`src/rtl/frequency_meter_pkg.sv`:
```
// freq_meter_pkg: shared state type and default sizing for the frequency meter
package freq_meter_pkg;
  typedef enum logic {IDLE, GATE} state_t;
  localparam int CLK_HZ = 100_000_000;
  localparam int GATE_CYCLES_DEF = CLK_HZ;
  localparam int GLITCH_CYCLES_DEF = 4;
  localparam int COUNT_W_DEF = 24;
endpackage

```
`src/rtl/frequency_meter_sig_deglitch.sv`:
```
// sig_deglitch: synchronizes a sensor pulse, rejects short glitches and flags filtered rising edges
module sig_deglitch
  import freq_meter_pkg::*;
#(
  parameter int GLITCH_CYCLES = GLITCH_CYCLES_DEF
) (
  input  logic clk_100m,
  input  logic rst,
  input  logic sig_in,
  output logic rise
);
  logic s1, sync, filt, filt_q;
  always_ff @(posedge clk_100m) begin
    if (rst) begin
      s1 <= 1'b0;
      sync <= 1'b0;
      filt_q <= 1'b0;
    end else begin
      s1 <= sig_in;
      sync <= s1;
      filt_q <= filt;
    end
  end
  generate
    if (GLITCH_CYCLES == 0) begin : g_bypass
      assign filt = sync;
    end else begin : g_filter
      localparam int RW = $clog2(GLITCH_CYCLES + 1);
      logic [RW-1:0] run;
      logic filt_r;
      // run counts consecutive cycles where sync disagrees with the filtered level
      always_ff @(posedge clk_100m) begin
        if (rst) begin
          run <= '0;
          filt_r <= 1'b0;
        end else if (sync == filt_r) begin
          run <= '0;
        end else if (run == RW'(GLITCH_CYCLES - 1)) begin
          run <= '0;
          filt_r <= sync;
        end else begin
          run <= run + 1'b1;
        end
      end
      assign filt = filt_r;
    end
  endgenerate
  assign rise = filt & ~filt_q;
endmodule

```
`src/rtl/frequency_meter.sv`:
```
// frequency_meter: counts filtered rising edges over back-to-back gate windows and publishes each count
module frequency_meter
  import freq_meter_pkg::*;
#(
  parameter int GATE_CYCLES = GATE_CYCLES_DEF,
  parameter int COUNT_W = COUNT_W_DEF,
  parameter int GLITCH_CYCLES = GLITCH_CYCLES_DEF
) (
  input  logic               clk_100m,
  input  logic               rst,
  input  logic               en,
  input  logic               sig_in,
  output logic [COUNT_W-1:0] freq_count,
  output logic               freq_valid,
  output logic               overflow,
  output logic               no_signal
);
  localparam int GW = $clog2(GATE_CYCLES);
  localparam logic [COUNT_W-1:0] CMAX = '1;
  state_t state, state_nxt;
  logic [GW-1:0] gate_cnt;
  logic [COUNT_W-1:0] edge_cnt, edge_sum;
  logic rise, counting, publish;
  sig_deglitch #(.GLITCH_CYCLES(GLITCH_CYCLES)) u_deglitch (
    .clk_100m(clk_100m),
    .rst(rst),
    .sig_in(sig_in),
    .rise(rise)
  );
  assign edge_sum = (rise && edge_cnt != CMAX) ? edge_cnt + 1'b1 : edge_cnt;
  always_comb begin
    state_nxt = en ? GATE : IDLE;
    counting = state == GATE && en;
    publish = counting && gate_cnt == GW'(GATE_CYCLES - 1);
  end
  // dropping en mid-window clears the counters without touching the published outputs
  always_ff @(posedge clk_100m) begin
    if (rst) begin
      state <= IDLE;
      gate_cnt <= '0;
      edge_cnt <= '0;
      freq_count <= '0;
      freq_valid <= 1'b0;
      overflow <= 1'b0;
      no_signal <= 1'b0;
    end else begin
      state <= state_nxt;
      freq_valid <= publish;
      gate_cnt <= (counting && !publish) ? gate_cnt + 1'b1 : '0;
      edge_cnt <= (counting && !publish) ? edge_sum : '0;
      if (publish) begin
        freq_count <= edge_sum;
        overflow <= edge_sum == CMAX;
        no_signal <= edge_sum == '0;
      end
    end
  end
endmodule

```
`config.mk`:
```
export PLATFORM = sky130hd
export DESIGN_NAME = frequency_meter
export DESIGN_NICKNAME = d
export VERILOG_FILES = /design/src/rtl/frequency_meter_pkg.sv /design/src/rtl/frequency_meter_sig_deglitch.sv /design/src/rtl/frequency_meter.sv
export SDC_FILE = /design/constraint.sdc
export NUM_CORES = 1
export LEC_CHECK = 0
export CAP_MARGIN = 0
export CORE_MARGIN = 2
export CORE_UTILIZATION = 52
export CTS_BUF_LIST = sky130_fd_sc_hd__clkbuf_8 sky130_fd_sc_hd__clkbuf_16
export DETAILED_ROUTE_END_ITERATION = 6
export PLACE_DENSITY = 0.72
export SKIP_LAST_GASP = 1
export SYNTH_ARGS = -nofsm -noshare
export SYNTH_HDL_FRONTEND = slang
export SYNTH_HIERARCHICAL = 1
export SYNTH_SLANG_ARGS = --single-unit
```
`constraint.sdc`:
```
create_clock -name clk_100m -period 2.6 [get_ports clk_100m]
set_input_delay 0.78 -clock clk_100m [delete_from_list [all_inputs] [get_ports clk_100m]]
set_output_delay 0.78 -clock clk_100m [all_outputs]
set_load 0.05 [all_outputs]
```
==> impl_metrics.json, run 1 <==
{
  "syn_area_per_cell_um2": 8.447,
  "cts.htree.levels": 3,
  "timing_worst_slew_pin_value_ns": 0.5629,
  "cp_slowest_cell": "or4_4",
  "fmax_ghz": 0.3920,
  "multi_input_area_um2": 2148,
  "post-dp-hpwl_um": 6883,
  "grt_pass1_wl_um": 15600,
  "place_area_um2": 4662,
  "yosys_warnings": 6,
  "clock_latency_ns": 0.35,
  "cts_tree": "done",
  "num_rows": 31,
  "async_flop_share": 0,
  "drc_errors": 0,
  "fp.coreArea_um2": 7214,
  "drv_cap": 0,
  "layout_commonest_cell": "nor2_1",
  "gr-total-overflow": 0,
  "seqPwrFrac": 0.610,
  "skew_ns": 0.009821,
  "ctsLongestPathBuffers": 2,
  "ctsRootBufferMaster": "clkbuf_8",
  "hold_slack_ns": 0.4401,
  "start_kind": "register",
  "dp.cells": 621,
  "slowest_delay_ns": 0.56,
  "grt_usage": 0.2338,
  "cp_cell_sequence": "nand4_1 -> or4_4 -> buf_4 -> o21a_1 -> o31ai_1 -> nand4_1 -> or4_1 -> o21ai_1",
  "vdd_drop_max_mv": 0.3436,
  "p_int_mw": 1.671,
  "dieArea_um2": 8146,
  "via_per_inst": 5.462,
  "cpMostUsedCell": "nand4_1",
  "drt_wl_total_um": 9462,
  "register_area_um2": 1737,
  "fin_area_um2": 4957,
  "ant_nets": 0,
  "switchingPower_mw": 0.4936,
  "gp_congestion": 0.9721,
  "finalNonFillerCells": 641,
  "ys_types": 55,
  "vias": 3501,
  "rsz0062_at_grt": "true",
  "p_sw_frac": 0.2280,
  "path_clk_slew_ns": 0.09,
  "pin_count": 31,
  "ys_seq_elements": 86,
  "period_needed_ns": 2.551,
  "p_per_area_nw_per_um2": 436.7,
  "p_leak_nw": 1.609,
  "wl_per_cell_um": 14.76,
  "start_util": 0.5362,
  "firstDrtPassIters": 4,
  "worstPathArrival_ns": 2.83,
  "power_frac_comb": 0.014,
  "required_ns": 2.88,
  "synthCells": 458,
  "post-route-util": 0.6871,
  "ys_seq_area_frac": 0.4450,
  "io_buffers": 30,
  "cp-end-kind": "register",
  "outcome": "complete, no violations",
  "maxSlewViolCount": 0,
  "fp.dieW_um": 90.26,
  "crit_buf_inv": 1,
  "nets": 545,
  "grt_max_degree": 37,
  "min_path_type": "reg2reg",
  "relSlewSlack": 0.6194,
  "hold_viol_final": 0,
  "antenna_found_initial": 0,
  "syn_nets": 466,
  "antennaDiodeCount": 0,
  "cts-buffers-inserted": 9,
  "setup.worst_path.class": "reg2reg",
  "finalSetupViolCount": 0,
  "final_cell_mix": "83 x nor2_1, 74 x dfxtp_1, 55 x buf_4",
  "grt_pass1_vias": 3374,
  "area_growth_pct": 28.14,
  "worstPathMaxFanout": 5,
  "power_frac_clock": 0.376,
  "fill_cells": 599,
  "crit_family": "simple AND/OR/NAND/NOR gates",
  "synth_area_um2": 3869,
  "drt_iter0_markers": 148,
  "numClockSinks": 86,
  "drive_gt1_frac": 0.2122,
  "synth-edff-count": 0,
  "fin_crit_sh": 0.9811,
  "die_h_um": 90.26,
  "synthFlopType": "dfxtp_1"
}
==> sequential cells by signal (all words and copies together), names as in the netlist <==
register	cells
no_signal	1
u_deglitch/filt	1
gate_cnt	27
u_deglitch/g_filter.run	3
freq_valid	1
u_deglitch/sync	1
freq_count	24
u_deglitch/filt_q	1
edge_cnt	24
state	1
overflow	1
u_deglitch/s1	1
==> final timing paths <==
check | from | to | slack (ns) | cells past startpoint
worst min register to register | u_deglitch/g_filter.run[0] | u_deglitch/g_filter.run[0] | 0.44 | 1
worst max register to register | edge_cnt[6] | no_signal | 0.05 | 8
worst max-delay path | edge_cnt[6] | no_signal | 0.05 | 8
worst min-delay path | u_deglitch/g_filter.run[0] | u_deglitch/g_filter.run[0] | 0.44 | 1
==> layout make-up <==
| class | count | share of cell area |
|---|---|---|
| Sequential cell | 86 | 0.3503 |
| Clock inverter | 7 | 0.008329 |
| Timing Repair Buffer | 87 | 0.1519 |
| Multi-Input combinational cell | 345 | 0.4334 |
| Clock buffer | 9 | 0.02499 |
| Tap cell | 99 | 0.02499 |
| Inverter | 8 | 0.006058 |
==> synthesized netlist by cell type (2+ instances only) <==
master	n	share of area
nor4b_1	4	0.0091
o31ai_1	2	0.0039
a21oi_1	15	0.019
mux2i_1	2	0.0052
or3_1	6	0.0097
nand2_1	46	0.045
xnor2_1	16	0.036
ha_1	4	0.013
or4_1	6	0.012
nand2b_1	5	0.0081
a211oi_1	13	0.025
or2_2	2	0.0032
o21ai_1	3	0.0039
a41oi_1	2	0.0045
xor2_1	19	0.043
o211ai_1	2	0.0039
inv_1	8	0.0078
buf_2	4	0.0052
nor2_1	84	0.082
clkbuf_1	13	0.013
nor3_1	6	0.0078
nor2b_1	7	0.011
o21bai_1	2	0.0039
and4_1	6	0.014
dfxtp_1	86	0.45
nor4_1	12	0.019
a31oi_1	2	0.0032
nand3_1	17	0.022
and3_1	5	0.0081
o21ai_0	13	0.017
nand4_1	21	0.034
a31o_2	2	0.0045
==> per-stage QoR <==
| step | total power [mW] | setup slack, ns | setup TNS (ns) |
|---|---|---|---|
| 6_report | 2.165 | 0.04921 | 0 |
| 5_1_grt | 2.239 | -0.06781 | -0.1084 |
| 4_1_cts | 2.180 | 0.01172 | 0 |
| 3_5_place_dp | 1.383 | -0.01307 | -0.01307 |
| 3_3_place_gp | 1.382 | 0.01626 | 0 |
| 2_1_floorplan | 1.367 | 0.01728 | 0 |
==> what timing repair did <==
| item | CTS | global route |
|---|---|---|
| setup endpoints to repair | 2 | 2 |
| hold buffers | 0 | 0 |
| buffers inserted | 0 | 4 |
| endpoints found under the hold margin | 0 | 0 |
| pin swaps | 1 | 12 |
| resized for setup | 2 | 28 |
==> per-layer routing <==
layer	global-route usage	routed length [um]	vias to the layer above
li1	-	-	1776
met2	0.3878	4574	77
met1	0.3092	4332	1636
met4	0.06795	145	0
met5	0	0	-
met3	0.04841	409	12
==> worst register-to-register path, stage by stage, from the launching register on <==
cell and delay, ns:
dfxtp_1 0.39, nand4_1 0.11, or4_4 0.56, buf_4 0.17, o21a_1 0.23, o31ai_1 0.22, nand4_1 0.13, or4_1 0.55
o21ai_1 0.13
==> power groups by stage <==
stage	Clock (mW)	Sequential, mW	Combinational (mW)
after floorplan	0	1.35	0.0159
after global placement	0	1.35	0.0308
after detailed placement	0	1.35	0.0314
after CTS	0.828	1.32	0.0314
after global routing	0.883	1.32	0.0341
final	0.813	1.32	0.0312
==> kinds of logic after synthesis <==
group | Yosys count | synth area share
buf+inv | 27 | 0.02975
flops | 86 | 0.4450
mux | 3 | 0.008085
fa+ha+maj | 4 | 0.01294
simple gates | 237 | 0.3092
xor+xnor | 36 | 0.08344
compound gates | 65 | 0.1116
(Power assumes the default switching activity.)
==> inputs of run 2 (changes only) <==
CORE_ASPECT_RATIO = 0.7   (was default)
==> run 2 against run 1 <==
Cell area grew 0.73%. Sequential power about the same. Sequential share of layout area is 0.46 points lower. Largest power group unchanged. Register-to-register slack better by 0.02 ns. Sequential cell count is the same. First-iteration DRC count grew 110%. Global-route usage grew 2.4 points. Non-clock buffer count increased by 3. Routed wire length rose by 8.2%. Final cell count rose by 0.16%. Critical path depth did not move.
==> impl_metrics.json, run 2 (same netlist as run 1, synthesis figures left out) <==
{
  "outcome": "complete, no violations",
  "antennaDiodeCount": 0,
  "numClockSinks": 86,
  "post-dp-hpwl_um": 7439,
  "dieArea_um2": 8157,
  "nets": 548,
  "grt_pass1_vias": 3382,
  "start_kind": "register",
  "slowest_delay_ns": 0.42,
  "finalNonFillerCells": 642,
  "gr-total-overflow": 0,
  "fill_cells": 594,
  "cp_slowest_cell": "a222oi_1",
  "worstPathMaxFanout": 4,
  "wl_per_cell_um": 15.95,
  "io_buffers": 30,
  "fp.dieW_um": 107.1,
  "worstPathArrival_ns": 2.83,
  "required_ns": 2.89,
  "hold_viol_final": 0,
  "fp.coreArea_um2": 7254,
  "cts.htree.levels": 3,
  "cp_cell_sequence": "nor2b_4 -> nand4_4 -> or2_1 -> or3_4 -> a222oi_1 -> nand4_1 -> or4_1 -> o21ai_1",
  "ant_nets": 0,
  "skew_ns": 0.009037,
  "setup.worst_path.class": "reg2reg",
  "clock_latency_ns": 0.36,
  "cts-buffers-inserted": 9,
  "dp.cells": 626,
  "die_h_um": 76.17,
  "cp-end-kind": "register",
  "ctsLongestPathBuffers": 2,
  "regMostFlops": "gate_cnt",
  "layout_commonest_cell": "nor2_1",
  "drt_iter0_markers": 304,
  "drt_wl_total_um": 10240,
  "post-route-util": 0.6883,
  "final_cell_mix": "83 x nor2_1, 82 x dfxtp_1, 59 x buf_4",
  "hold_slack_ns": 0.4338,
  "rsz0062_at_grt": "true",
  "grt_usage": 0.2581,
  "drive_gt1_frac": 0.1985,
  "drc_errors": 0,
  "ctsRootBufferMaster": "clkbuf_8",
  "finalSetupViolCount": 0,
  "via_per_inst": 5.741,
  "p_per_area_nw_per_um2": 474.9,
  "gp_congestion": 0.9944,
  "num_rows": 26,
  "r2r_slack_ns": 0.07,
  "fin_crit_sh": 0.9748,
  "area_growth_pct": 29.08,
  "largestRegisters": "gate_cnt: 27 flops, edge_cnt: 24 flops, freq_count: 24 flops",
  "vias": 3686,
  "cts_tree": "done",
  "p_leak_nw": 1.630,
  "grt_pass1_wl_um": 16670,
  "maxSlewViolCount": 0,
  "vdd_drop_max_mv": 0.2990,
  "period_needed_ns": 2.535,
  "crit_buf_inv": 0,
  "antenna_found_initial": 0,
  "pin_count": 31,
  "path_clk_slew_ns": 0.08,
  "relSlewSlack": 0.6003,
  "crit_family": "simple AND/OR/NAND/NOR gates",
  "fmax_ghz": 0.3945,
  "start_util": 0.5333,
  "largest_reg_flops": 27,
  "grt_max_degree": 37,
  "timing_worst_slew_pin_value_ns": 0.5932,
  "cts_hold_buf": 0,
  "min_path_type": "reg2reg",
  "firstDrtPassIters": 5,
  "drv_cap": 0
}
-- run 2: cell types whose count changed in the layout (fill, tap and decap cells not counted), sizes merged --
| cell | delta |
|---|---|
| bufinv | +2 |
| inv | -2 |
| clkinvlp | -1 |
| buf | +3 |
-- run 2: what timing repair did --
item / CTS / global route
pin swaps: 4 / 13
setup endpoints to repair: 2 / 2
setup buffers: 0 / 2
resized for setup: 3 / 15
-- run 2: power by group --
part           leakage, nW  switching (mW)  internal [mW]
combinational        0.829          0.0203         0.0114
sequential           0.695         0.00209           1.32
clock                0.105           0.483          0.536
total                 1.63           0.505           1.87
-- run 2: worst paths after layout --
kind | to | depth (start not counted) | startpoint
setup / recovery | no_signal | 8 | u_deglitch/filt
hold / removal | gate_cnt[0] | 1 | gate_cnt[0]
setup reg to reg | no_signal | 8 | u_deglitch/filt
hold reg to reg | gate_cnt[0] | 1 | gate_cnt[0]
-- run 2: cell type report --
type,count,area [um2],share of cell area
inverters,8,30.03,0.006014
multi-input cells,345,2141,0.4287
well taps,98,122.6,0.02456
clock buffers,9,123.9,0.02481
clock inverters,6,86.33,0.01729
repair buffers,90,763.2,0.1528
flip-flops and latches,86,1727,0.3458
-- run 2: metrics by stage --
step	setup slack, ns	setup TNS (ns)	power, mW	instance area [um2]
3_5_place_dp	-0.05570	-0.05570	1.384	4693
6_report	0.06544	0	2.372	4994
4_1_cts	-0.02860	-0.02860	2.387	4917
3_3_place_gp	0.01258	0	1.383	4693
5_1_grt	-0.05192	-0.09839	2.447	4994
2_1_floorplan	0.01728	0	1.367	3900
-- run 2: layer usage --
metal,up-vias,GRT usage,part of all wire
li1,1790,-,-
met1,1757,0.3725,0.48
met2,132,0.3842,0.44
met3,7,0.07357,0.069
met4,0,0.05455,0.0066
met5,-,0,0
==> inputs of run 3 (changes only) <==
SKIP_CTS_REPAIR_TIMING = 1   (was default)
TNS_END_PERCENT = 100   (was default)
==> run 3 against run 2 <==
Critical path depth unchanged. Worst hold slack about the same. Sequential share of layout area down 0.32 points. Sequential power about the same. Register-to-register slack worse by 0.04 ns. Sequential cell count unchanged. Combinational power about the same.
==> impl_metrics.json, run 3 (same netlist as run 1, synthesis figures left out) <==
{
  "largestRegisters": "gate_cnt: 27 flops, edge_cnt: 24 flops, freq_count: 24 flops",
  "gr-total-overflow": 0,
  "grt_pass1_vias": 3381,
  "p_per_area_nw_per_um2": 470.6,
  "period_needed_ns": 2.579,
  "cp-end-kind": "register",
  "grt_max_degree": 37,
  "final_cell_mix": "83 x nor2_1, 82 x dfxtp_1, 61 x buf_4",
  "clock_latency_ns": 0.36,
  "hold_viol_final": 0,
  "pin_count": 31,
  "p_total_mw": 2.372,
  "drt_iter0_markers": 307,
  "path_clk_slew_ns": 0.08,
  "cp_cell_sequence": "nor2b_4 -> nand4_4 -> or2_1 -> or3_4 -> a222oi_1 -> nand4_1 -> or4_1 -> o21ai_1",
  "post-dp-hpwl_um": 7439,
  "maxSlewViolCount": 0,
  "p_leak_nw": 1.662,
  "timing_worst_slew_pin_value_ns": 0.5732,
  "finalNonFillerCells": 644,
  "start_kind": "register",
  "drive_gt1_frac": 0.2088,
  "min_path_type": "reg2reg",
  "fin_crit_sh": 0.9920,
  "fmax_ghz": 0.3877,
  "firstDrtPassIters": 5,
  "antennaDiodeCount": 0,
  "cts-buffers-inserted": 9,
  "via_per_inst": 5.720,
  "layout_commonest_cell": "nor2_1",
  "fill_cells": 583,
  "cts.htree.levels": 3,
  "drc_errors": 0,
  "required_ns": 2.89,
  "skew_ns": 0.007804,
  "num_rows": 26,
  "regMostFlops": "gate_cnt",
  "die_h_um": 76.17,
  "ant_nets": 0,
  "ctsLongestPathBuffers": 2,
  "grt_usage": 0.2581,
  "largest_reg_flops": 27,
  "dp.cells": 626,
  "nets": 550,
  "start_util": 0.5333,
  "ctsRootBufferMaster": "clkbuf_8",
  "cp_slowest_cell": "a222oi_1",
  "fp.dieW_um": 107.1,
  "drv_cap": 0,
  "io_buffers": 30,
  "relSlewSlack": 0.6138,
  "numClockSinks": 86,
  "outcome": "complete, no violations",
  "worstPathMaxFanout": 4,
  "antenna_found_initial": 0,
  "dieArea_um2": 8157,
  "post-route-util": 0.6947,
  "grt_pass1_wl_um": 16670,
  "gp_congestion": 0.9944,
  "wl_per_cell_um": 15.95,
  "drt_wl_total_um": 10270,
  "fp.coreArea_um2": 7254,
  "slowest_delay_ns": 0.43,
  "vias": 3684,
  "worstPathArrival_ns": 2.87,
  "finalSetupViolCount": 0,
  "vdd_drop_max_mv": 0.2984,
  "setup.worst_path.class": "reg2reg",
  "cts_tree": "done",
  "area_growth_pct": 30.27
}
-- run 3: metrics by stage --
stage | setup TNS, ns | setup WS, ns | hold slack [ns] | instance area (um2)
6_report | 0 | 0.02076 | 0.4338 | 5040
5_1_grt | -0.05009 | -0.02648 | 0.4649 | 5040
4_1_cts | -0.09932 | -0.06531 | 0.4581 | 4903
3_5_place_dp | -0.05570 | -0.05570 | 0.4464 | 4693
3_3_place_gp | 0 | 0.01258 | 0.4216 | 4693
2_1_floorplan | 0 | 0.01728 | 0.4037 | 3900
-- run 3: layout make-up --
type                            count  area [um2]  area share
Timing Repair Buffer               92       778.2      0.1544
Clock inverter                      6       86.33     0.01713
Tap cell                           98       122.6     0.02433
Sequential cell                    86        1727      0.3426
Multi-Input combinational cell    345        2172      0.4310
Clock buffer                        9       123.9     0.02458
Inverter                            8       30.03    0.005958
-- run 3: final timing paths --
kind	from	endpoint	slack, ns	cells after the start
worst max-delay path	u_deglitch/filt	no_signal	0.02	8
worst min-delay path	gate_cnt[0]	gate_cnt[0]	0.43	1
worst max register to register	u_deglitch/filt	no_signal	0.02	8
worst min register to register	gate_cnt[0]	gate_cnt[0]	0.43	1
-- run 3: report_power, final --
group	switching [mW]	internal [mW]	leakage [nW]
clock	0.483	0.536	0.105
combinational	0.0204	0.0114	0.861
sequential	0.00210	1.32	0.695
total	0.506	1.87	1.66
-- run 3: critical path, delay by kind of cell (launching register included) --
kind | cells | cell delay [ns]
AO/OA/AOI/OAI | 2 | 0.57
flip-flops | 1 | 0.36
AND/OR/NAND/NOR | 6 | 1.59
-- run 3: routing by layer --
| metal | vias up | global-route usage | share of wire |
|---|---|---|---|
| met5 | - | 0 | 0 |
| met4 | 0 | 0.05455 | 0.0061 |
| met3 | 6 | 0.07357 | 0.074 |
| met2 | 127 | 0.3842 | 0.45 |
| met1 | 1765 | 0.3725 | 0.47 |
| li1 | 1786 | - | - |
